[src/rtl/tmds_pkg.sv]
// Shared TMDS definitions: control tokens, lock FSM states and word-level decode helpers
// used by the receive channel decoder.
package tmds_pkg;

  localparam logic [9:0] TMDS_CTRL_00 = 10'h354;
  localparam logic [9:0] TMDS_CTRL_01 = 10'h0AB;
  localparam logic [9:0] TMDS_CTRL_10 = 10'h154;
  localparam logic [9:0] TMDS_CTRL_11 = 10'h2AB;

  typedef enum logic [1:0] {
    SEARCH  = 2'd0,
    HOLDOFF = 2'd1,
    VERIFY  = 2'd2,
    LOCKED  = 2'd3
  } tmds_lock_state_t;

  function automatic logic is_ctrl_token(input logic [9:0] w);
    logic hit_s;
    case (w)
      TMDS_CTRL_00, TMDS_CTRL_01, TMDS_CTRL_10, TMDS_CTRL_11: hit_s = 1'b1;
      default:                                                hit_s = 1'b0;
    endcase
    return hit_s;
  endfunction

  function automatic logic [1:0] ctrl_token_value(input logic [9:0] w);
    logic [1:0] ctrl_s;
    case (w)
      TMDS_CTRL_00: ctrl_s = 2'b00;
      TMDS_CTRL_01: ctrl_s = 2'b01;
      TMDS_CTRL_10: ctrl_s = 2'b10;
      TMDS_CTRL_11: ctrl_s = 2'b11;
      default:      ctrl_s = 2'b00;
    endcase
    return ctrl_s;
  endfunction

  // Undo the transmitter's optional inversion (bit 9) of the payload byte.
  function automatic logic [7:0] tmds_unmask(input logic [9:0] w);
    return w[9] ? ~w[7:0] : w[7:0];
  endfunction

  function automatic logic [7:0] tmds_decode_word(input logic [9:0] w);
    logic [7:0] q_s;
    logic [7:0] d_s;
    q_s    = tmds_unmask(w);
    d_s    = 8'h00;
    d_s[0] = q_s[0];
    for (int i = 1; i < 8; i++) begin
      d_s[i] = w[8] ? (q_s[i] ^ q_s[i-1]) : ~(q_s[i] ^ q_s[i-1]);
    end
    return d_s;
  endfunction

  function automatic logic [3:0] popcount8(input logic [7:0] v);
    logic [3:0] cnt_s;
    cnt_s = 4'd0;
    for (int i = 0; i < 8; i++) begin
      cnt_s = cnt_s + {3'b000, v[i]};
    end
    return cnt_s;
  endfunction

  function automatic logic [3:0] popcount10(input logic [9:0] v);
    logic [3:0] cnt_s;
    cnt_s = 4'd0;
    for (int i = 0; i < 10; i++) begin
      cnt_s = cnt_s + {3'b000, v[i]};
    end
    return cnt_s;
  endfunction

  // Invert decision the encoder should have made for this byte given the running tally.
  function automatic logic expected_inv(input logic signed [5:0] tally,
                                        input logic [3:0]        n1,
                                        input logic              w8);
    logic inv_s;
    if ((tally == 6'sd0) || (n1 == 4'd4)) begin
      inv_s = ~w8;
    end else begin
      inv_s = ((tally > 6'sd0) && (n1 > 4'd4)) || ((tally < 6'sd0) && (n1 < 4'd4));
    end
    return inv_s;
  endfunction

endpackage

[src/rtl/tmds_decoder_if.sv]
// Channel-side bundle of the TMDS decoder: received word in, decoded fields and
// alignment handshake out.
interface tmds_decoder_if;
  logic [9:0] i_tmds;
  logic [7:0] o_data;
  logic [1:0] o_control;
  logic       o_de;
  logic       o_disp_err;
  logic       o_locked;
  logic       o_bitslip;

  modport master (
    output i_tmds,
    input  o_data, o_control, o_de, o_disp_err, o_locked, o_bitslip
  );

  modport slave (
    input  i_tmds,
    output o_data, o_control, o_de, o_disp_err, o_locked, o_bitslip
  );
endinterface

[src/rtl/tmds_lock_fsm.sv]
// Word-alignment lock FSM: hunts for repeating control tokens, requests bitslips when
// none appear, and drops lock after a long token-free stretch.
module tmds_lock_fsm
  import tmds_pkg::*;
#(
  parameter int SEARCH_TIMEOUT  = 2048,
  parameter int LOCK_TOKENS     = 8,
  parameter int BITSLIP_HOLDOFF = 16,
  parameter int LOSS_TIMEOUT    = 4096
) (
  input  logic i_clk,
  input  logic i_rst,
  input  logic i_token,
  output logic o_locked,
  output logic o_bitslip
);

  localparam int SW = $clog2(SEARCH_TIMEOUT + 1);
  localparam int TW = $clog2(LOCK_TOKENS + 1);
  localparam int HW = $clog2(BITSLIP_HOLDOFF + 1);
  localparam int LW = $clog2(LOSS_TIMEOUT + 1);

  // Each timer expires on the cycle its count already holds PARAM-1 idle cycles.
  localparam logic [SW-1:0] SEARCH_LAST = SW'(SEARCH_TIMEOUT - 1);
  localparam logic [TW-1:0] TOK_LAST    = TW'(LOCK_TOKENS - 1);
  localparam logic [TW-1:0] TOK_FULL    = TW'(LOCK_TOKENS);
  localparam logic [HW-1:0] HOLD_LAST   = HW'(BITSLIP_HOLDOFF - 1);
  localparam logic [LW-1:0] LOSS_LAST   = LW'(LOSS_TIMEOUT - 1);

  tmds_lock_state_t state_r, state_nxt_s;
  logic [SW-1:0]    search_cnt_r, search_cnt_nxt_s;
  logic [TW-1:0]    tok_cnt_r, tok_cnt_nxt_s;
  logic [HW-1:0]    hold_cnt_r, hold_cnt_nxt_s;
  logic [LW-1:0]    loss_cnt_r, loss_cnt_nxt_s;
  logic             locked_r, bitslip_r, bitslip_nxt_s;

  // State, counter and output registers.
  always_ff @(posedge i_clk) begin
    if (i_rst) begin
      state_r      <= SEARCH;
      search_cnt_r <= '0;
      tok_cnt_r    <= '0;
      hold_cnt_r   <= '0;
      loss_cnt_r   <= '0;
      locked_r     <= 1'b0;
      bitslip_r    <= 1'b0;
    end else begin
      state_r      <= state_nxt_s;
      search_cnt_r <= search_cnt_nxt_s;
      tok_cnt_r    <= tok_cnt_nxt_s;
      hold_cnt_r   <= hold_cnt_nxt_s;
      loss_cnt_r   <= loss_cnt_nxt_s;
      locked_r     <= (state_nxt_s == LOCKED);
      bitslip_r    <= bitslip_nxt_s;
    end
  end

  // Next-state and counter update; a token always beats a coincident timeout.
  always_comb begin
    state_nxt_s      = state_r;
    search_cnt_nxt_s = search_cnt_r;
    tok_cnt_nxt_s    = tok_cnt_r;
    hold_cnt_nxt_s   = hold_cnt_r;
    loss_cnt_nxt_s   = loss_cnt_r;
    bitslip_nxt_s    = 1'b0;
    case (state_r)
      SEARCH: begin
        if (i_token) begin
          state_nxt_s      = VERIFY;
          tok_cnt_nxt_s    = TW'(1);
          search_cnt_nxt_s = '0;
        end else if (search_cnt_r >= SEARCH_LAST) begin
          state_nxt_s      = HOLDOFF;
          bitslip_nxt_s    = 1'b1;
          search_cnt_nxt_s = '0;
          hold_cnt_nxt_s   = '0;
        end else begin
          search_cnt_nxt_s = search_cnt_r + SW'(1);
        end
      end
      HOLDOFF: begin
        if (hold_cnt_r >= HOLD_LAST) begin
          state_nxt_s      = SEARCH;
          hold_cnt_nxt_s   = '0;
          search_cnt_nxt_s = '0;
        end else begin
          hold_cnt_nxt_s = hold_cnt_r + HW'(1);
        end
      end
      VERIFY: begin
        if (i_token) begin
          if (tok_cnt_r >= TOK_LAST) begin
            state_nxt_s    = LOCKED;
            tok_cnt_nxt_s  = TOK_FULL;
            loss_cnt_nxt_s = '0;
          end else begin
            tok_cnt_nxt_s = tok_cnt_r + TW'(1);
          end
        end else begin
          state_nxt_s      = SEARCH;
          tok_cnt_nxt_s    = '0;
          search_cnt_nxt_s = '0;
        end
      end
      LOCKED: begin
        if (i_token) begin
          loss_cnt_nxt_s = '0;
        end else if (loss_cnt_r >= LOSS_LAST) begin
          state_nxt_s      = SEARCH;
          loss_cnt_nxt_s   = '0;
          tok_cnt_nxt_s    = '0;
          search_cnt_nxt_s = '0;
        end else begin
          loss_cnt_nxt_s = loss_cnt_r + LW'(1);
        end
      end
      default: begin
        state_nxt_s      = SEARCH;
        search_cnt_nxt_s = '0;
        tok_cnt_nxt_s    = '0;
        hold_cnt_nxt_s   = '0;
        loss_cnt_nxt_s   = '0;
      end
    endcase
  end

  assign o_locked  = locked_r;
  assign o_bitslip = bitslip_r;

endmodule

[src/rtl/tmds_decoder.sv]
// TMDS receive channel: token detection, 10b->8b decode, DC-balance check and
// registered outputs, with alignment handled by tmds_lock_fsm.
module tmds_decoder
  import tmds_pkg::*;
#(
  parameter int SEARCH_TIMEOUT  = 2048,
  parameter int LOCK_TOKENS     = 8,
  parameter int BITSLIP_HOLDOFF = 16,
  parameter int LOSS_TIMEOUT    = 4096
) (
  input  logic           i_clk,
  input  logic           i_rst,
  tmds_decoder_if.slave  bus
);

  logic [9:0]        w_s;
  logic              token_s;
  logic [7:0]        q_s;
  logic [7:0]        d_s;
  logic [3:0]        n1_s;
  logic [3:0]        pop_w_s;
  logic              inv_s;
  logic signed [5:0] delta_s;
  logic signed [5:0] tally_nxt_s;
  logic              locked_s;
  logic              bitslip_s;

  logic [7:0]        data_r;
  logic [1:0]        control_r;
  logic              de_r;
  logic              disp_err_r;
  logic signed [5:0] tally_r;

  // Word classification, decode and expected DC-balance decision.
  always_comb begin
    w_s         = bus.i_tmds;
    token_s     = is_ctrl_token(w_s);
    q_s         = tmds_unmask(w_s);
    d_s         = tmds_decode_word(w_s);
    n1_s        = popcount8(q_s);
    pop_w_s     = popcount10(w_s);
    inv_s       = expected_inv(tally_r, n1_s, w_s[8]);
    delta_s     = $signed({1'b0, pop_w_s, 1'b0}) - 6'sd10;
    tally_nxt_s = tally_r + delta_s;
  end

  tmds_lock_fsm #(
    .SEARCH_TIMEOUT  (SEARCH_TIMEOUT),
    .LOCK_TOKENS     (LOCK_TOKENS),
    .BITSLIP_HOLDOFF (BITSLIP_HOLDOFF),
    .LOSS_TIMEOUT    (LOSS_TIMEOUT)
  ) u_lock (
    .i_clk     (i_clk),
    .i_rst     (i_rst),
    .i_token   (token_s),
    .o_locked  (locked_s),
    .o_bitslip (bitslip_s)
  );

  // Output registers and running tally; o_de follows the lock state held before this word.
  always_ff @(posedge i_clk) begin
    if (i_rst) begin
      data_r     <= 8'h00;
      control_r  <= 2'b00;
      de_r       <= 1'b0;
      disp_err_r <= 1'b0;
      tally_r    <= 6'sd0;
    end else if (token_s) begin
      data_r     <= 8'h00;
      control_r  <= ctrl_token_value(w_s);
      de_r       <= 1'b0;
      disp_err_r <= 1'b0;
      tally_r    <= 6'sd0;
    end else begin
      data_r     <= locked_s ? d_s : 8'h00;
      control_r  <= control_r;
      de_r       <= locked_s;
      disp_err_r <= locked_s & (w_s[9] != inv_s);
      tally_r    <= tally_nxt_s;
    end
  end

  assign bus.o_data     = data_r;
  assign bus.o_control  = control_r;
  assign bus.o_de       = de_r;
  assign bus.o_disp_err = disp_err_r;
  assign bus.o_locked   = locked_s;
  assign bus.o_bitslip  = bitslip_s;

endmodule

[src/flat_wrapper.sv]
// flat-port wrapper written by rule: the top's interface ports become plain ports
module tmds_decoder_flat import tmds_pkg::*;
#(
  parameter int SEARCH_TIMEOUT  = 2048,
  parameter int LOCK_TOKENS     = 8,
  parameter int BITSLIP_HOLDOFF = 16,
  parameter int LOSS_TIMEOUT    = 4096
)
  (i_clk, i_rst, bus_i_tmds, bus_o_data, bus_o_control, bus_o_de, bus_o_disp_err, bus_o_locked, bus_o_bitslip);
  tmds_decoder_if bus_i ();
  input  logic i_clk;
  input  logic i_rst;
  input wire logic [$bits(bus_i.i_tmds)-1:0] bus_i_tmds;
  output wire logic [$bits(bus_i.o_data)-1:0] bus_o_data;
  output wire logic [$bits(bus_i.o_control)-1:0] bus_o_control;
  output wire logic [$bits(bus_i.o_de)-1:0] bus_o_de;
  output wire logic [$bits(bus_i.o_disp_err)-1:0] bus_o_disp_err;
  output wire logic [$bits(bus_i.o_locked)-1:0] bus_o_locked;
  output wire logic [$bits(bus_i.o_bitslip)-1:0] bus_o_bitslip;
  assign bus_i.i_tmds = bus_i_tmds;
  assign bus_o_data = bus_i.o_data;
  assign bus_o_control = bus_i.o_control;
  assign bus_o_de = bus_i.o_de;
  assign bus_o_disp_err = bus_i.o_disp_err;
  assign bus_o_locked = bus_i.o_locked;
  assign bus_o_bitslip = bus_i.o_bitslip;
  tmds_decoder #(.SEARCH_TIMEOUT(SEARCH_TIMEOUT), .LOCK_TOKENS(LOCK_TOKENS), .BITSLIP_HOLDOFF(BITSLIP_HOLDOFF), .LOSS_TIMEOUT(LOSS_TIMEOUT)) u_core (.i_clk(i_clk), .i_rst(i_rst), .bus(bus_i));
endmodule
[config.mk]
export PLATFORM = sky130hd
export DESIGN_NAME = tmds_decoder_flat
export DESIGN_NICKNAME = d
export VERILOG_FILES = /design/src/rtl/tmds_pkg.sv /design/src/rtl/tmds_decoder_if.sv /design/src/rtl/tmds_lock_fsm.sv /design/src/rtl/tmds_decoder.sv /design/src/flat_wrapper.sv
export SDC_FILE = /design/constraint.sdc
export NUM_CORES = 1
export LEC_CHECK = 0
export CORE_MARGIN = 2
export CORE_UTILIZATION = 53
export CTS_BUF_LIST = sky130_fd_sc_hd__clkbuf_16
export CTS_CLUSTER_SIZE = 30
export DETAILED_ROUTE_END_ITERATION = 6
export PLACE_DENSITY = 0.7
export SLEW_MARGIN = 20
export SYNTH_ARGS = -nofsm -noshare
export SYNTH_HDL_FRONTEND = slang
export SYNTH_HIERARCHICAL = 1
export SYNTH_SLANG_ARGS = --single-unit
[constraint.sdc]
create_clock -name i_clk -period 7.82 [get_ports i_clk]
set_input_delay 0.782 -clock i_clk [delete_from_list [all_inputs] [get_ports i_clk]]
set_output_delay 0.782 -clock i_clk [all_outputs]
set_load 0.02 [all_outputs]
-- Word level (Yosys, flattened, before mapping)
Cells that the tools add are included.
Widths: inputs -> output; s select.
- output and inout port bits: 14
- word-level logic and storage cells: 139
- register bits after elaboration: 56
- bits of input ports: 12
- muxes and demuxes: 42
- add/sub/neg operators: 22
- reduce and logical (&&, ||, !) cells: 17
- $lt $le $gt $ge: 8
- equal/unequal tests: 19
- bitwise operators: 19
- operator list (operator ; number):
    $mux 12 ; 6
    $add 4x1->4 ; 14
    $mux 13 ; 4
    $pmux 12 s4 ; 1
    $pmux 13 s2 ; 1
    $eq 10x10->1 const B ; 2
    $mux 4 ; 5
    $mux 5 ; 3
    $mux 2 ; 7
    $ne 2x2->1 const B ; 7
    $add 13x1->13 const B ; 1
    $ge 13x12->1 const B ; 1
    $add 12x1->12 const B ; 1
    $ge 12x11->1 const B ; 1
    $pmux 4 s3 ; 1
    $eq 10x8->1 const B ; 1
    $eq 10x9->1 const B ; 1
    $mux 1 ; 10
    $not 1->1 ; 10
    $pmux 5 s2 ; 1
    $mux 8 ; 1
    $not 8->8 ; 1
    $pmux 2 s4 ; 1
    $reduce_and 4->1 ; 2
    other kinds (29) ; 44

-- Logic depth before layout (Yosys ltp)
- word-level depth: 15
- gate-level depth with buffers: 15

-- Hierarchy
The synthesis kept the hierarchy.
- by module, submodules not included (module ; area an instance (um2) ; instances ; cells each):
    tmds_lock_fsm ; 2090.8 ; 1 ; 244
    tmds_decoder ; 1366.3 ; 1 ; 145

-- Worst setup path before layout
Ideal clock, no wire load.
- kind: input-to-reg
- start: input bus_i_tmds[0]
- end: register u_core.tally_r[5]
- slack: 3.585 ns
- cell stages on the path: 14
- arrival: 4.120 ns
- path through: inv_1 -> fa_1 -> fa_1 -> fa_1 -> inv_1 -> ha_1 -> fa_1 -> xor2_1 -> ha_1 -> ha_1 -> a21o_1 -> a21oi_1 -> xnor2_1 -> nor2_1
- cells in the longest elaborated chain, start to end: 11
- elaborated cells on any way between the ends: 18
- classes of those cells: 11 x add/sub; 4 x eq/ne; 1 x mux; 2 x reduce/logical
- RTL lines (what ; line ; source):
    start: declaration ; flat_wrapper.sv:13 ; input wire logic [$bits(bus_i.i_tmds)-1:0] bus_i_tmds;
    $add 1x1->2 ; tmds_pkg.sv:68 ; cnt_s = cnt_s + {3'b000, v[i]};
    $add 4x1->4 (8 in a row) ; tmds_pkg.sv:68 ;
    $sub 5x4->6 ; tmds_decoder.sv:43 ; delta_s = $signed({1'b0, pop_w_s, 1'b0}) - 6'sd10;
    $add 6x6->6 ; tmds_decoder.sv:44 ; tally_nxt_s = tally_r + delta_s;
    end signal: assignment ; tmds_decoder.sv:79 ; tally_r <= tally_nxt_s;
    end: declaration ; tmds_decoder.sv:32 ; logic signed [5:0] tally_r;
Several ways; a longest one is shown, not always the timed one.
A chain may end at the register's enable or synchronous reset.

-- Worst setup path in the final report
- start: input bus_i_tmds[9]
- end: register u_core.tally_r[5]
- cells in the longest elaborated chain, start to end: 4
- elaborated cells on any way between the ends: 10
- classes of those cells: 3 x add/sub; 4 x eq/ne; 1 x mux; 2 x reduce/logical
- RTL lines (what):
    parallel branches: the longest is 4 deep, another holds $sub 5x4->6
Several ways; the timed one is not identified.

==> impl_metrics.yaml <==
synth:
  synth-async-reset-ratio_pct: 0
  syn_avg_cell_area_um2: 8.887
  yosysWarnings: 6
  syn_area_um2: 3457
  synth_cells: 389
  synth_edf_count: 0
  synth_nets: 431
  yosys-top-cells-area: "dfxtp_1 (32%), ha_1 (7.2%), fa_1 (5.8%)"
  synth-simple-area-share_pct: 20.59
  seq_area_frac_synth_pct: 31.85
  ys_ff_latch: 55
  synth_top_family_by_area: "simple AND/OR/NAND/NOR gates"
  yosysUniqueCellTypes: 64
  synth_ff_type: "dfxtp_1"
  yosys.area.top_type_share_pct: 31.85
  synth_mux_area_share_pct: 0
  synth_adder_area_share_pct: 13.03
  synth-xor-area-share_pct: 7.094
  synth_compound_area_share_pct: 20.34
  synth_area_leader_cell: "dfxtp_1"
layout:
  final_common_cell: "dfxtp_1"
  most-common-layout-cells: "dfxtp_1 (55), inv_1 (36), nor2_1 (31)"
  layout-drive-gt1-share_pct: 5.419
  nets: 447
  diodes: 0
  synthToLayoutAreaGrowth_pct: 11.91
cts:
  h-tree-depth: 2
  clock_sinks: 55
  path_clk_slew_ps: 70
  clk_latency_ps: 290
  cts_root_buffer: "clkbuf_16"
  clk_path_buf_depth: 2
  numCtsBuffers: 5
  cts_tree: "yes"
  postCtsSetupBuffers: 0
  ctsResizeCount: 0
  postCtsHoldBufs: 0
power:
  power_switching_mw: 0.2461
  vdd_drop_max_mv: 0.1662
  intPower_mw: 0.5733
  powerDensity_nw_per_um2: 211.8
  p_seq_share_pct: 37.3
  combPwrFrac_pct: 32.8
  clkPwrFrac_pct: 29.9
  swShare_pct: 30.03
  leakagePower_nw: 1.462
  total_power_mw: 0.8194
grt:
  grt_overflow: 0
  antenna_found_initial: 0
  first_global_vias: 2674
  grt_max_degree: 32
  grt_pass1_wl_mm: 12.56
  grtUsageTotal_pct: 21.10
sta:
  slew_headroom_pct: 46.72
  finalCriticalPeriod_ps: 4983
  rsz0062_at_grt: "false"
  finalSetupTns_ps: 0
  setup_viol: 0
  post-route-period-util_pct: 63.73
  worst_clock_skew_ps: 3.550
  drv_slew: 0
  timing.fmax_ghz: 0.2007
  worst_pin_slew_ps: 793.1
  hold_violations: 0
drt:
  detail_route.first_pass.iterations: 4
  wl_per_cell_um: 14.93
  viasPerCell: 5.863
  highest_layer: "met4"
  vias: 2832
  dr.first_iter.drc_count: 158
  wirelength_met1_mm: 3.455
  postRouteAntennaNets: 0
  route.met3.wl_um: 304
  wl_met2_mm: 3.412
  drcViolationCount: 0
  wirelength_mm: 7.212
min_path:
  hp-start: "u_core/u_lock/loss_cnt_r[11]"
  hp-class: "flip-flop to flip-flop"
  holdPathStages: 1
  min_to: "u_core/u_lock/loss_cnt_r[11]"
place:
  port_buffers: 25
  dpl.hpwl_mm: 5.217
  gp_congestion: 0.7806
critical_path:
  cp-end-kind: "flip-flop"
  r2r-start: "u_core/u_lock/loss_cnt_r[0]"
  worstPathArrival_ps: 5170
  required_ps: 8000
  r2r_end: "u_core/u_lock/search_cnt_r[1]"
  worst_setup_path_start_kind: "input pin"
  cp_max_fo: 14
  worstSetupPathType: "input pin to flip-flop"
  reg2reg_slack_ps: 5210
  reg2reg_depth: 5
run_status:
  status: "finished clean"
floorplan:
  fp.dieW_um: 84.77
  initial_core_util_pct: 54.76
  row_count: 29
  chipHeight_um: 84.77
  io_pins: 26
  die-area_um2: 7185
  core_um2: 6314
run:
  max_cap_violations: 0
==> area by class of cell <==
class                   instances  area, um^2
clock inverters                 3       38.79
well taps                      77       96.34
repair buffers                 26       257.7
fillers                       592        2445
flip-flops and latches         55        1101
inverters                      37       138.9
clock buffers                   5       125.1
multi-input cells             280        2111
==> cell families after synthesis <==
kind of cell	after synthesis
AOI/OAI and AO/OA	93
xor gates and xnor gates	28
adders and majority gates	30
buffers and inverters	54
DFF	55
and+or+nand+nor	129
==> critical path, cell delays in order <==
cell and delay, ps:
clkdlybuf4s50_1 900, fa_1 520, inv_1 70, fa_1 430, fa_1 510, inv_1 50
ha_1 200, fa_1 380, xor2_1 150, ha_1 320, ha_1 310, a21o_1 150
a21oi_1 180, xnor2_1 140, nor2_1 60
==> synthesized netlist by cell type (2+ instances only) <==
library cell / count
dfxtp_1: 55
inv_1: 36
nor2_1: 31
nand2_1: 25
ha_1: 20
a21oi_1: 19
xnor2_1: 19
nand3_1: 15
fa_1: 10
o21ai_0: 10
o211ai_1: 9
xor2_1: 9
nor3_1: 8
a21o_1: 7
nor2b_1: 7
clkbuf_1: 6
nand4_1: 6
o21a_1: 6
a311oi_1: 4
a32oi_1: 4
buf_2: 4
buf_6: 4
nor4_1: 4
o31a_1: 4
o32ai_1: 4
a211oi_1: 3
a31oi_1: 3
and3_1: 3
nand2b_1: 3
nor3b_1: 3
o31ai_1: 3
or2_2: 3
or4_1: 3
a2111oi_0: 2
a22o_1: 2
and2_1: 2
and4_1: 2
buf_4: 2
nor4b_1: 2
o22ai_1: 2
o311ai_0: 2
==> power by group through the flow <==
stage | registers [mW] | logic, mW | clock network (mW)
2_1_floorplan | 0.309 | 0.218 | 0
3_3_place_gp | 0.311 | 0.257 | 0
3_5_place_dp | 0.312 | 0.268 | 0
4_1_cts | 0.306 | 0.271 | 0.252
5_1_grt | 0.307 | 0.317 | 0.265
6_report | 0.306 | 0.269 | 0.245
==> per-layer routing <==
metal	vias up	GRT usage, %
met5	-	0
met2	61	33.64
li1	1426	-
met4	0	5.483
met1	1341	29.96
met3	4	3.245
==> registers in the layout, summed over array words and instances, names as in the netlist <==
signal and count:
u_core/bus.o_control 2, u_core/bus.o_data 8, u_core/bus.o_de 1, u_core/bus.o_disp_err 1, u_core/tally_r 5, u_core/u_lock/hold_cnt_r 5, u_core/u_lock/loss_cnt_r 13, u_core/u_lock/o_bitslip 1
u_core/u_lock/o_locked 1, u_core/u_lock/search_cnt_r 12, u_core/u_lock/state_r 2, u_core/u_lock/tok_cnt_r 4
==> worst max-delay path by stage <==
| stage | startpoint | to | slack [ps] | cells past startpoint |
|---|---|---|---|---|
| after floorplan | bus_i_tmds[0] | u_core/tally_r[5] | 3580 | 14 |
| after global placement | bus_i_tmds[9] | u_core/tally_r[5] | 2680 | 15 |
| after detailed placement | bus_i_tmds[9] | u_core/tally_r[5] | 2560 | 15 |
| after CTS | bus_i_tmds[9] | u_core/tally_r[5] | 2860 | 15 |
| after global routing | bus_i_tmds[9] | u_core/tally_r[5] | 2650 | 15 |
| final | bus_i_tmds[9] | u_core/tally_r[5] | 2840 | 15 |
==> metrics by stage <==
step / utilization, % / instance area (um^2) / instances / setup WS (ps) / hold slack (ps)
CTS: 61.28 / 3869 / 483 / 2856 / 476.1
detailed placement: 58.68 / 3705 / 475 / 2557 / 460.2
global placement: 58.68 / 3705 / 475 / 2684 / 458.8
finish: 61.28 / 3869 / 483 / 2837 / 469.9
global route: 61.28 / 3869 / 483 / 2648 / 489.4
floorplan: - / 3457 / 389 / 3585 / 442.7
(Power assumes the default switching activity.)
